### src/rtl/hash_reorder_pkg.sv
// ----------------------------------------------------------------------------
// hash_reorder_pkg
//   Shared types for the hash digest reorder block.
//   - ro_mode_e  : per-digest reorder mode
//   - ro_state_e : collect/emit FSM state
//   - cnt_width  : index counter width for a given digest length (minimum 1)
// ----------------------------------------------------------------------------
package hash_reorder_pkg;

    typedef enum logic [1:0] {
        RO_PASS    = 2'd0,  // words unchanged, original order
        RO_SYMREV  = 2'd1,  // symbols reversed within each word
        RO_BYTEREV = 2'd2,  // bytes reversed within each word
        RO_FULLREV = 2'd3   // whole digest reversed at symbol level
    } ro_mode_e;

    typedef enum logic {
        ST_FILL  = 1'b0,
        ST_DRAIN = 1'b1
    } ro_state_e;

    // A single-word digest still needs a 1-bit counter so the vectors are legal.
    function automatic int unsigned cnt_width(input int unsigned n);
        return (n > 1) ? $clog2(n) : 1;
    endfunction

endpackage

### src/rtl/word_sym_reverse.sv
// ----------------------------------------------------------------------------
// word_sym_reverse
//   Combinational reversal of the SYM_W-bit symbols inside one WORD_W word:
//   symbol 0 (LSBs) swaps with the top symbol, and so on.
//   Ports:
//     i_word  in  WORD_W  word to reorder
//     o_word  out WORD_W  word with symbol order reversed
// ----------------------------------------------------------------------------
module word_sym_reverse #(
    parameter int WORD_W = 32,
    parameter int SYM_W  = 4
) (
    input  logic [WORD_W-1:0] i_word,
    output logic [WORD_W-1:0] o_word
);

    localparam int N_SYM = WORD_W / SYM_W;

    for (genvar g = 0; g < N_SYM; g++) begin : g_sym
        assign o_word[g*SYM_W +: SYM_W] = i_word[(N_SYM-1-g)*SYM_W +: SYM_W];
    end

endmodule

### src/rtl/hash_digest_reorder.sv
// ----------------------------------------------------------------------------
// hash_digest_reorder
//   Collects one digest of N_WORDS words from a valid/ready stream, then
//   re-emits it with symbol/byte/word reordering selected per digest.
//   Ports:
//     clk        in   1       rising-edge clock
//     rst        in   1       asynchronous active-high reset
//     mode_i     in   2       reorder mode, sampled with the first word
//     in_valid   in   1       input word valid
//     in_ready   out  1       block accepts a word (high in FILL)
//     in_data    in   WORD_W  digest word, word 0 first
//     out_valid  out  1       output word valid (high in DRAIN)
//     out_ready  in   1       downstream accepts the output word
//     out_data   out  WORD_W  reordered output word
//     out_last   out  1       final word of the digest
//     busy       out  1       digest in progress
// ----------------------------------------------------------------------------
module hash_digest_reorder
    import hash_reorder_pkg::*;
#(
    parameter int WORD_W  = 32,
    parameter int SYM_W   = 4,
    parameter int N_WORDS = 8
) (
    input  logic              clk,
    input  logic              rst,
    input  logic [1:0]        mode_i,
    input  logic              in_valid,
    output logic              in_ready,
    input  logic [WORD_W-1:0] in_data,
    output logic              out_valid,
    input  logic              out_ready,
    output logic [WORD_W-1:0] out_data,
    output logic              out_last,
    output logic              busy
);

    localparam int              CNT_W    = cnt_width(N_WORDS);
    localparam logic [CNT_W-1:0] LAST_IDX = CNT_W'(N_WORDS - 1);

    if ((WORD_W % SYM_W) != 0 || (WORD_W % 8) != 0 || N_WORDS < 1) begin : g_bad_params
        $error("hash_digest_reorder: WORD_W must be a multiple of SYM_W and 8, N_WORDS >= 1");
    end

    ro_state_e         r_state;
    ro_mode_e          r_mode;
    logic [CNT_W-1:0]  r_wcnt;
    logic [CNT_W-1:0]  r_rcnt;
    logic [WORD_W-1:0] r_buf [N_WORDS];

    logic [CNT_W-1:0]  w_rd_idx;
    logic [WORD_W-1:0] w_word;
    logic [WORD_W-1:0] w_sym_rev;
    logic [WORD_W-1:0] w_byte_rev;

    // ------------------------------------------------------------------------
    // FSM, counters, mode capture and digest buffer.
    // ------------------------------------------------------------------------
    always_ff @(posedge clk or posedge rst) begin
        if (rst) begin
            r_state <= ST_FILL;
            r_mode  <= RO_PASS;
            r_wcnt  <= '0;
            r_rcnt  <= '0;
            // NOTE: the buffer is reset (not just overwritten) because out_data is
            // decoded straight from it and must read 0 out of reset.
            for (int i = 0; i < N_WORDS; i++) begin
                r_buf[i] <= '0;
            end
        end else begin
            case (r_state)
                ST_FILL: begin
                    if (in_valid) begin
                        r_buf[r_wcnt] <= in_data;
                        if (r_wcnt == '0) begin
                            r_mode <= ro_mode_e'(mode_i);
                        end
                        if (r_wcnt == LAST_IDX) begin
                            r_wcnt  <= '0;
                            r_state <= ST_DRAIN;
                        end else begin
                            r_wcnt <= r_wcnt + 1'b1;
                        end
                    end
                end
                ST_DRAIN: begin
                    if (out_ready) begin
                        if (r_rcnt == LAST_IDX) begin
                            r_rcnt  <= '0;
                            r_state <= ST_FILL;
                        end else begin
                            r_rcnt <= r_rcnt + 1'b1;
                        end
                    end
                end
                default: r_state <= ST_FILL;
            endcase
        end
    end

    // Handshake flags decode directly from the state register, so they carry
    // no path from the inputs.
    assign in_ready  = (r_state == ST_FILL);
    assign out_valid = (r_state == ST_DRAIN);
    // Gated with DRAIN so a single-word digest does not show out_last in FILL.
    assign out_last  = (r_state == ST_DRAIN) && (r_rcnt == LAST_IDX);
    assign busy      = (r_state == ST_DRAIN) || (r_wcnt != '0);

    // ------------------------------------------------------------------------
    // Output path: word select, then per-word reorder.
    // ------------------------------------------------------------------------
    always_comb begin
        // NOTE: combinational blocks assign every output before any branch so
        // no path can leave a value unassigned and infer a latch.
        w_rd_idx = r_rcnt;
        if (r_mode == RO_FULLREV) begin
            w_rd_idx = LAST_IDX - r_rcnt;
        end
    end

    assign w_word = r_buf[w_rd_idx];

    word_sym_reverse #(
        .WORD_W (WORD_W),
        .SYM_W  (SYM_W)
    ) u_sym_rev (
        .i_word (w_word),
        .o_word (w_sym_rev)
    );

    word_sym_reverse #(
        .WORD_W (WORD_W),
        .SYM_W  (8)
    ) u_byte_rev (
        .i_word (w_word),
        .o_word (w_byte_rev)
    );

    // Word reversal plus symbol reversal per word gives a full-digest symbol
    // reversal, so FULLREV reuses the SYMREV datapath.
    always_comb begin
        out_data = w_word;
        case (r_mode)
            RO_PASS:    out_data = w_word;
            RO_SYMREV:  out_data = w_sym_rev;
            RO_BYTEREV: out_data = w_byte_rev;
            RO_FULLREV: out_data = w_sym_rev;
            default:    out_data = w_word;
        endcase
    end

endmodule

### config.mk
export PLATFORM = sky130hd
export DESIGN_NAME = hash_digest_reorder
export DESIGN_NICKNAME = d
export VERILOG_FILES = /design/src/rtl/hash_reorder_pkg.sv /design/src/rtl/word_sym_reverse.sv /design/src/rtl/hash_digest_reorder.sv
export SDC_FILE = /design/constraint.sdc
export NUM_CORES = 1
export LEC_CHECK = 0
export CAP_MARGIN = 20
export CORE_AREA = 2 2 158 160
export DETAILED_ROUTE_END_ITERATION = 8
export DIE_AREA = 0 0 160 162
export GPL_TIMING_DRIVEN = 0
export HOLD_SLACK_MARGIN = 0.12
export PLACE_DENSITY = 0.82
export SLEW_MARGIN = 20
export SYNTH_ARGS = -nofsm -noshare
export SYNTH_HDL_FRONTEND = slang
export SYNTH_SLANG_ARGS = --single-unit
### constraint.sdc
create_clock -name clk -period 10 [get_ports clk]
set_input_delay 1 -clock clk [delete_from_list [all_inputs] [get_ports clk]]
set_output_delay 1 -clock clk [all_outputs]
set_load 0.03 [all_outputs]
# Word level (Yosys, flattened, before mapping)
# Index checks and enable logic that the tools add are counted.
# totals
reg_bits	265
input_bits	38
wordCells	51
output_inout_bits	36
# classes
add_sub_neg	3
eq_ne	5
n_bitwise	3
mux	15
order_cmp	3
reduce_logical	10
# ops
op	count
$bwmux W256	1
$bmux W32 S3	1
$demux W32 S3	1
$mux W32	3
$pmux W32 S3	1
$mux W3	3
$ge A4 B4 Y1 const B	2
$not A3 Y4	2
$add A3 B1 Y3 const B	2
$eq A3 B3 Y1 const B	2
$eq A2 B2 Y1 const B	2
$lt A4 B1 Y1 const B	1
$mux W1	4
$reduce_and A2 Y1	2
$logic_not A3 Y1	1
$reduce_and A3 Y1	1
$reduce_bool A3 Y1	1
$sub A3 B3 Y3 const A	1
$eq A2 B1 Y1 const B	1
$logic_and A1 B1 Y1	2
$logic_not A2 Y1	1
$pmux W1 S2	1
$reduce_or A2 Y1	1
$logic_or A1 B1 Y1	1
$not A1 Y1	1

# Depth between registers and ports, before layout
# Gate-level depths: netlist of run 1.
# depth
depth_word	7
depth_mapped	10
depth_no_buf	6

# By module
# From an unflattened synthesis of run 1, not the netlist that was laid out.
# hier_totals
cells_unflattened	1110
hier_area_um2	13773.2
# by_module_without_submodules
mod	cells_per_inst	instances	area_per_inst_um2	seq_area_each_um2
hash_digest_reorder	1046	1	13292.7	6631.4
word_sym_reverse	32	2	240.2	0.0

# Worst setup path after synthesis of run 1
# OpenSTA, ideal clock, no wires.
# synth_path
path_type	reg2out
startpoint	register r_rcnt[0]
endpoint	output out_data[27]
path_slack_ps	6630
path_buffers	4
required_time_ps	9000
path_stages_with_launch	10
arrival_ps	2370
cell_sequence	dfrtp_1 buf_4 buf_6 buf_6 a21oi_1 buf_2 o22ai_1 o22ai_1 nor2_1 a221oi_1
# synth_via
elab_chain_len	7
# synth_lines
element	line	rtl
start, declared	hash_digest_reorder.sv:48	logic [CNT_W-1:0] r_rcnt;
start signal, assigned	hash_digest_reorder.sv:92	r_rcnt <= r_rcnt + 1'b1;
$sub A3 B3 Y3	hash_digest_reorder.sv:117	w_rd_idx = LAST_IDX - r_rcnt;
$mux W3 *	hash_digest_reorder.sv:116	if (r_mode == RO_FULLREV) begin
$not A3 Y4 (not written as such) *	hash_digest_reorder.sv:121	assign w_word = r_buf[w_rd_idx];
$bmux W32 S3 *	hash_digest_reorder.sv:121	
$mux W32 (not written as such) * (2 in a row)	hash_digest_reorder.sv:121	
$pmux W32 S3 *	hash_digest_reorder.sv:143	case (r_mode)
end, declared	hash_digest_reorder.sv:33	output logic [WORD_W-1:0] out_data,
# Every way passes the cells marked *; elsewhere a longest branch is shown, timed or not. The select of a mux whose other input is x is not followed.

# Worst setup path in the final report of run 1
# layout_path
startpoint	register r_mode[0]
endpoint	output out_data[0]
# layout_via
elab_chain_len	7
# layout_lines
element	line	rtl
start, declared	hash_digest_reorder.sv:46	ro_mode_e r_mode;
start signal, assigned	hash_digest_reorder.sv:76	r_mode <= ro_mode_e'(mode_i);
$eq A2 B2 Y1	hash_digest_reorder.sv:116, hash_digest_reorder.sv:143	
$mux W3	hash_digest_reorder.sv:116	
$not A3 Y4 (not written as such)	hash_digest_reorder.sv:121	
$bmux W32 S3	hash_digest_reorder.sv:121	
$mux W32 (not written as such) (2 in a row)	hash_digest_reorder.sv:121	
$pmux W32 S3 *	hash_digest_reorder.sv:143	
# Marked as above.

==> metrics.txt, run 1 <==
Worst slew margin=0.2016; slowest CP cell=clkbuf_1; clock sinks=265; worst setup path endpoint=out_data[0]; total gr overflow=0; Max Clk Rate=184.9 MHz; Via Count=10.49k; Mapped Cells=1120; CTS Buf Count=29; layout cells sized above 1=0.3098; max-slew violations=0; Max FO, Critical Path=10; worst path bufs/invs=4; largest net degree at the start of global routing=108; Post-synth EDFFs=0; outcome=complete, no violations; vias per cell=6.666; Min Clock Period, post-route=5.408 ns; CP Class=reg -> out; Core ar.=24110 µm²; DRT antenna net count=0; die width=160 µm; FF-to-FF Start=out_valid; die area=25920 µm²; Worst-Skew Late Latency=0.57 ns; Detailed Route WL=40810 µm; antenna cell count=0; CP Launch Type=flop; CTS clock-pin slew for the worst setup and hold paths=0.06 ns; Layout Nets=1269; Worst Max-Slew Pin Slew=1.198 ns; Stages on worst setup path=10; ys async rst share=1.000; post-synth net total=1163; clk root buf=clkbuf_16; chip height=162 µm; worst endpoint data arrival time=4.41 ns; Critical R2R Capture=r_buf[84]; GPL Wtd Cong=0.9116; Post-Syn Area=13400 µm²; initial antenna violation count=0; Hold Fails Final Rpt=0; Post-CTS Setup Bufs=0; CP Cell Sequence=buf_2 > nand4_1 > and2_1 > buf_2 > clkbuf_1 > o22ai_1 > o22ai_1 > o22ai_1 > nor2_1 > clkdlybuf4s50_1; RSZ-0062 raised after global routing=no; first-pass GRT wire length=62510 µm; min-delay worst type=reg -> reg; pre-CTS setup slack=5.400 ns; final instance area=15560 µm²; GR Util All Layers=0.3148; register-to-register setup slack=7.11 ns; clock buffer depth=3; clock skew=0.02751 ns; final setup margin=4.592 ns; num ports=74; area grow syn2layout=16.13%; max cap viols=0; critical path required time=9.00 ns; DP HPWL=27260 µm; PostCTS Resize Cnt=0; CTS tree=built; Setup crit end kind=output pin; crit-path most repeated cell=o22ai_1; Avg Cell Area, Syn=11.96 µm²; Primary FF master, synth=dfrtp_1; Starting Density=0.5558; Netlist cell types=48; worst r2r path cells=6; worst hold margin=0.5009 ns; Critical Path Source=r_mode[0]; drt wl/cell=25.95 µm; Max stage delay on crit path=0.80 ns; Remaining DRCs=0; hold buffer count at cts=0; # setup viols final=0; Largest delay share family, worst path=buffers and inverters; sequential element share of the synthesized area=0.4950; Placed Area=14600 µm²; synth warn=0; First-pass DRT Iterations=7; row cnt=57; Port Buffer Count=73; initial drt markers=1004; period utilization=0.5408; Yosys reg bits=265; vias in the first global route=10.58k; H-tree Lvls=1
[placed cells by master (no fill, tap or decap), types with 3 or more instances in the layout]
master,n
clkbuf_16,29
a21oi_1,32
o21ai_0,5
clkinvlp_4,3
dfrtp_1,265
o21a_1,8
a22oi_1,30
a221oi_1,3
buf_4,5
and3b_1,3
buf_2,52
buf_1,5
clkdlybuf4s50_1,73
and3_1,3
nor3_1,4
mux4_2,5
clkinv_2,5
o22a_1,4
nand3_1,4
nor2b_1,48
clkbuf_8,5
ha_1,5
a211o_1,43
mux2_2,264
o22ai_1,117
o221ai_1,11
nand2_1,41
clkbuf_1,30
mux2i_1,45
nor2_1,60
inv_1,5
[logic make-up (layout without fill, tap and decap cells)]
kind of cell             after synthesis  in the layout  synth area share
flip-flops                           265            265            0.4950
AND/OR/NAND/NOR                      173            173           0.06229
AO/OA/AOI/OAI                        267            267            0.1391
multiplexers                         315            315            0.2649
adder cells (fa/ha/maj)                5              5          0.004669
buffers and inverters                 95            224           0.03399
[layout make-up]
class | instances | area, µm²
fillers | 1876 | 8547
flip-flops and latches | 265 | 6631
multi-input cells | 760 | 6311
clock buffers | 40 | 817.0
repair buffers | 75 | 785.8
plain buffers | 88 | 429.2
well taps | 324 | 405.4
clock inverters | 14 | 145.1
inverters | 7 | 33.78
[Yosys cell counts, drive strengths merged (7+ instances only)]
cell    count  area share
nor2b      48       0.022
o21a        8      0.0045
mux2i      46       0.035
dfrtp     265        0.49
nor2       60       0.017
a22oi      30       0.017
buf        64       0.025
o221ai     11      0.0072
mux2      264        0.22
nand2      42       0.012
o22ai     117       0.055
inv         7      0.0020
a211o      43       0.028
clkbuf     24      0.0067
a21oi      33       0.013
[metrics by stage]
step | cells | TNS [ns] | utilization
after floorplan | 1120 | 0 | -
after global placement | 1517 | -360.49 | 0.6029
after detailed placement | 1519 | 0 | 0.6055
after CTS | 1573 | 0 | 0.6454
after global routing | 1573 | 0 | 0.6454
final | 1573 | 0 | 0.6454
[registers in the layout (all words and copies together), names as in the netlist]
name       flops
out_valid      1
r_buf        256
r_wcnt         3
r_mode         2
r_rcnt         3
[worst min-delay path by stage]
stage / start / endpoint / slack (ns) / cells past startpoint
6_report: r_buf[135] / r_buf[135] / 0.50 / 1
5_1_grt: r_buf[135] / r_buf[135] / 0.50 / 1
4_1_cts: r_buf[135] / r_buf[135] / 0.50 / 1
3_3_place_gp: r_buf[125] / r_buf[125] / 0.49 / 1
3_5_place_dp: r_buf[160] / r_buf[160] / 0.49 / 1
2_1_floorplan: r_buf[232] / r_buf[232] / 0.47 / 1
[per-layer routing]
metal	GRT usage	wire length, µm	part of all wire
met1	0.4196	16250	0.40
met2	0.4937	18580	0.46
met3	0.06844	3964	0.097
met4	0.1540	2023	0.050
met5	0	0	0
Power of run 1 is not shown: default switching activity piles up to over one toggle a cycle in this logic, so the estimate is an artifact.
==> run 2: changes to the inputs <==
Clock period 10 ns to 5.1 ns, I/O delays scaled along.
==> run 2 against run 1 <==
Compared with the run above: hold slack lost 0.25 ns; worst setup slack lost 4.5 ns; non-clock buffer count grew 7; die area is the same; wire length grew 1.0%; highest routed layer unchanged.
==> metrics.txt, run 2 (same netlist as run 1, synthesis figures left out) <==
outcome=complete, no violations; GR Util All Layers=0.3182 (+0.003387); clock buffer depth=3 (unchanged); CP Launch Type=flop; most frequent cells in the layout=265 x dfrtp_1, 264 x mux2_2, 117 x o22ai_1, 73 x clkdlybuf4s50_1, 60 x nor2_1; clk root buf=clkbuf_16; Port Buffer Count=73 (unchanged); DP HPWL=27980 µm (+2.7%); max-slew violations=0 (unchanged); largest net degree at the start of global routing=34 (-69%); chip height=162 µm (unchanged); Core ar.=24110 µm² (unchanged); Critical R2R Capture=r_buf[94]; Layout Nets=1276 (+0.55%); Worst Max-Slew Pin Slew=1.110 ns (-0.08745 ns); num ports=74 (unchanged); layout cells sized above 1=0.3116 (+0.001706); most common cell after layout, fill and taps aside=dfrtp_1; antenna cell count=0 (unchanged); total gr overflow=0 (unchanged); worst r2r path cells=6 (unchanged); GPL Wtd Cong=0.9115 (about the same); Starting Density=0.5558 (unchanged); Layout Utilization=0.6515 (+0.006021); Worst-Skew Late Latency=0.57 ns (about the same); Worst slew margin=0.2599 (+0.05830); critical path required time=4.59 ns (-4.41 ns); Top reg by flops=r_buf; Setup crit end kind=output pin; CTS Buf Count=29 (unchanged); hold buffer count at cts=0 (unchanged); number of fill cells=1843 (-1.8%); CTS tree=built; pre-CTS setup slack=0.9186 ns (-4.481 ns); clock sinks=265 (unchanged); final setup margin=0.1161 ns (-4.476 ns); Post-CTS Setup Bufs=0 (unchanged); H-tree Lvls=1 (unchanged); vias in the first global route=10.68k (+0.98%); Max Clk Rate=200.6 MHz; Critical Path Source=r_rcnt[1]; RSZ-0062 raised after global routing=no; First-pass DRT Iterations=7 (unchanged); Max FO, Critical Path=10 (unchanged); Detailed Route WL=41240 µm (+1.0%); max cap viols=0 (unchanged); Hold Fails Final Rpt=0 (unchanged); period utilization=0.9772; register-to-register setup slack=2.30 ns (-4.81 ns); initial drt markers=1153 (+15%); FF-to-FF Start=out_valid; area grow syn2layout=17.21%; DRT antenna net count=0 (unchanged); min-delay worst type=in -> async; initial antenna violation count=0 (unchanged); clock skew=0.01244 ns (-0.01508 ns); die area=25920 µm² (unchanged); Remaining DRCs=0 (unchanged); CP Class=reg -> out; max reg flops=256 (unchanged); worst endpoint data arrival time=4.47 ns (+0.06 ns); drt wl/cell=26.12 µm (+0.66%); row cnt=57 (unchanged); first-pass GRT wire length=62870 µm (+0.58%); biggest regs=r_buf: 256 flops, r_rcnt: 3 flops, r_wcnt: 3 flops; Min Clock Period, post-route=4.984 ns; PostCTS Resize Cnt=0 (unchanged); die width=160 µm (unchanged); CTS clock-pin slew for the worst setup and hold paths=0.06 ns (about the same); vias per cell=6.735 (+1.0%); Via Count=10.63k (+1.4%); # setup viols final=0 (unchanged)
## run 2: cell count changes in the layout (fill, tap and decap cells not counted), sizes merged
cell	previous run	this run
inv	9	7
clkinvlp	3	1
buf	66	73
clkinv	7	5
clkbuf	64	69
## run 2: final cells by class
class,instances,area [µm²],share of cell area
Buffer,88,429.2,0.02733
Clock buffer,45,865.8,0.05514
Clock inverter,8,105.1,0.006693
Inverter,7,30.03,0.001912
Multi-Input combinational cell,760,6311,0.4019
Sequential cell,265,6631,0.4223
Tap cell,324,405.4,0.02581
Timing Repair Buffer,82,925.9,0.05896
## run 2: critical path, stage by stage (launching register included)
cell and delay [ns]:
dfrtp_1 0.50, or2_1 0.15, buf_2 0.25, mux2_2 0.26, clkbuf_1 0.79, o22ai_1 0.19
o22ai_1 0.58, o22ai_1 0.19, nor2_1 0.26, clkdlybuf4s50_1 0.73
## run 2: per-stage QoR
stage | hold slack [ns] | instances | area (µm²) | setup TNS, ns
2_1_floorplan | 0.4712 | 1120 | 13400 | 0
3_3_place_gp | 0.4870 | 1517 | 14540 | -184.84
3_5_place_dp | 0.4879 | 1526 | 14730 | 0
4_1_cts | 0.2523 | 1579 | 15700 | 0
5_1_grt | 0.2708 | 1579 | 15700 | 0
6_report | 0.2462 | 1579 | 15700 | 0
## run 2: worst max path at each step
stage | cells after the start | slack, ns | to
final | 9 | 0.12 | out_data[0]
after global routing | 9 | 0.08 | out_data[0]
after CTS | 9 | 0.33 | out_data[0]
after detailed placement | 9 | 0.92 | out_data[0]
after global placement | 2 | -0.73 | r_buf[111]
after floorplan | 1 | 1.09 | out_valid
## run 2: per-layer routing
| metal | track usage | wire [µm] | vias to the layer above |
|---|---|---|---|
| met5 | 0 | 0 | - |
| met4 | 0.1683 | 2262 | 0 |
| li1 | - | - | 4422 |
| met2 | 0.4876 | 18490 | 658 |
| met3 | 0.07303 | 4161 | 167 |
| met1 | 0.4261 | 16330 | 5387 |
Power of run 2 is left out for the same reason.
==> run 3: changes to the inputs <==
Settings changed: ABC_CLOCK_PERIOD_IN_PS set to 5100.
==> results of run 3 <==
Final layout, timing and power as in run 2 (identical DEF).
Power of run 3 is left out for the same reason.
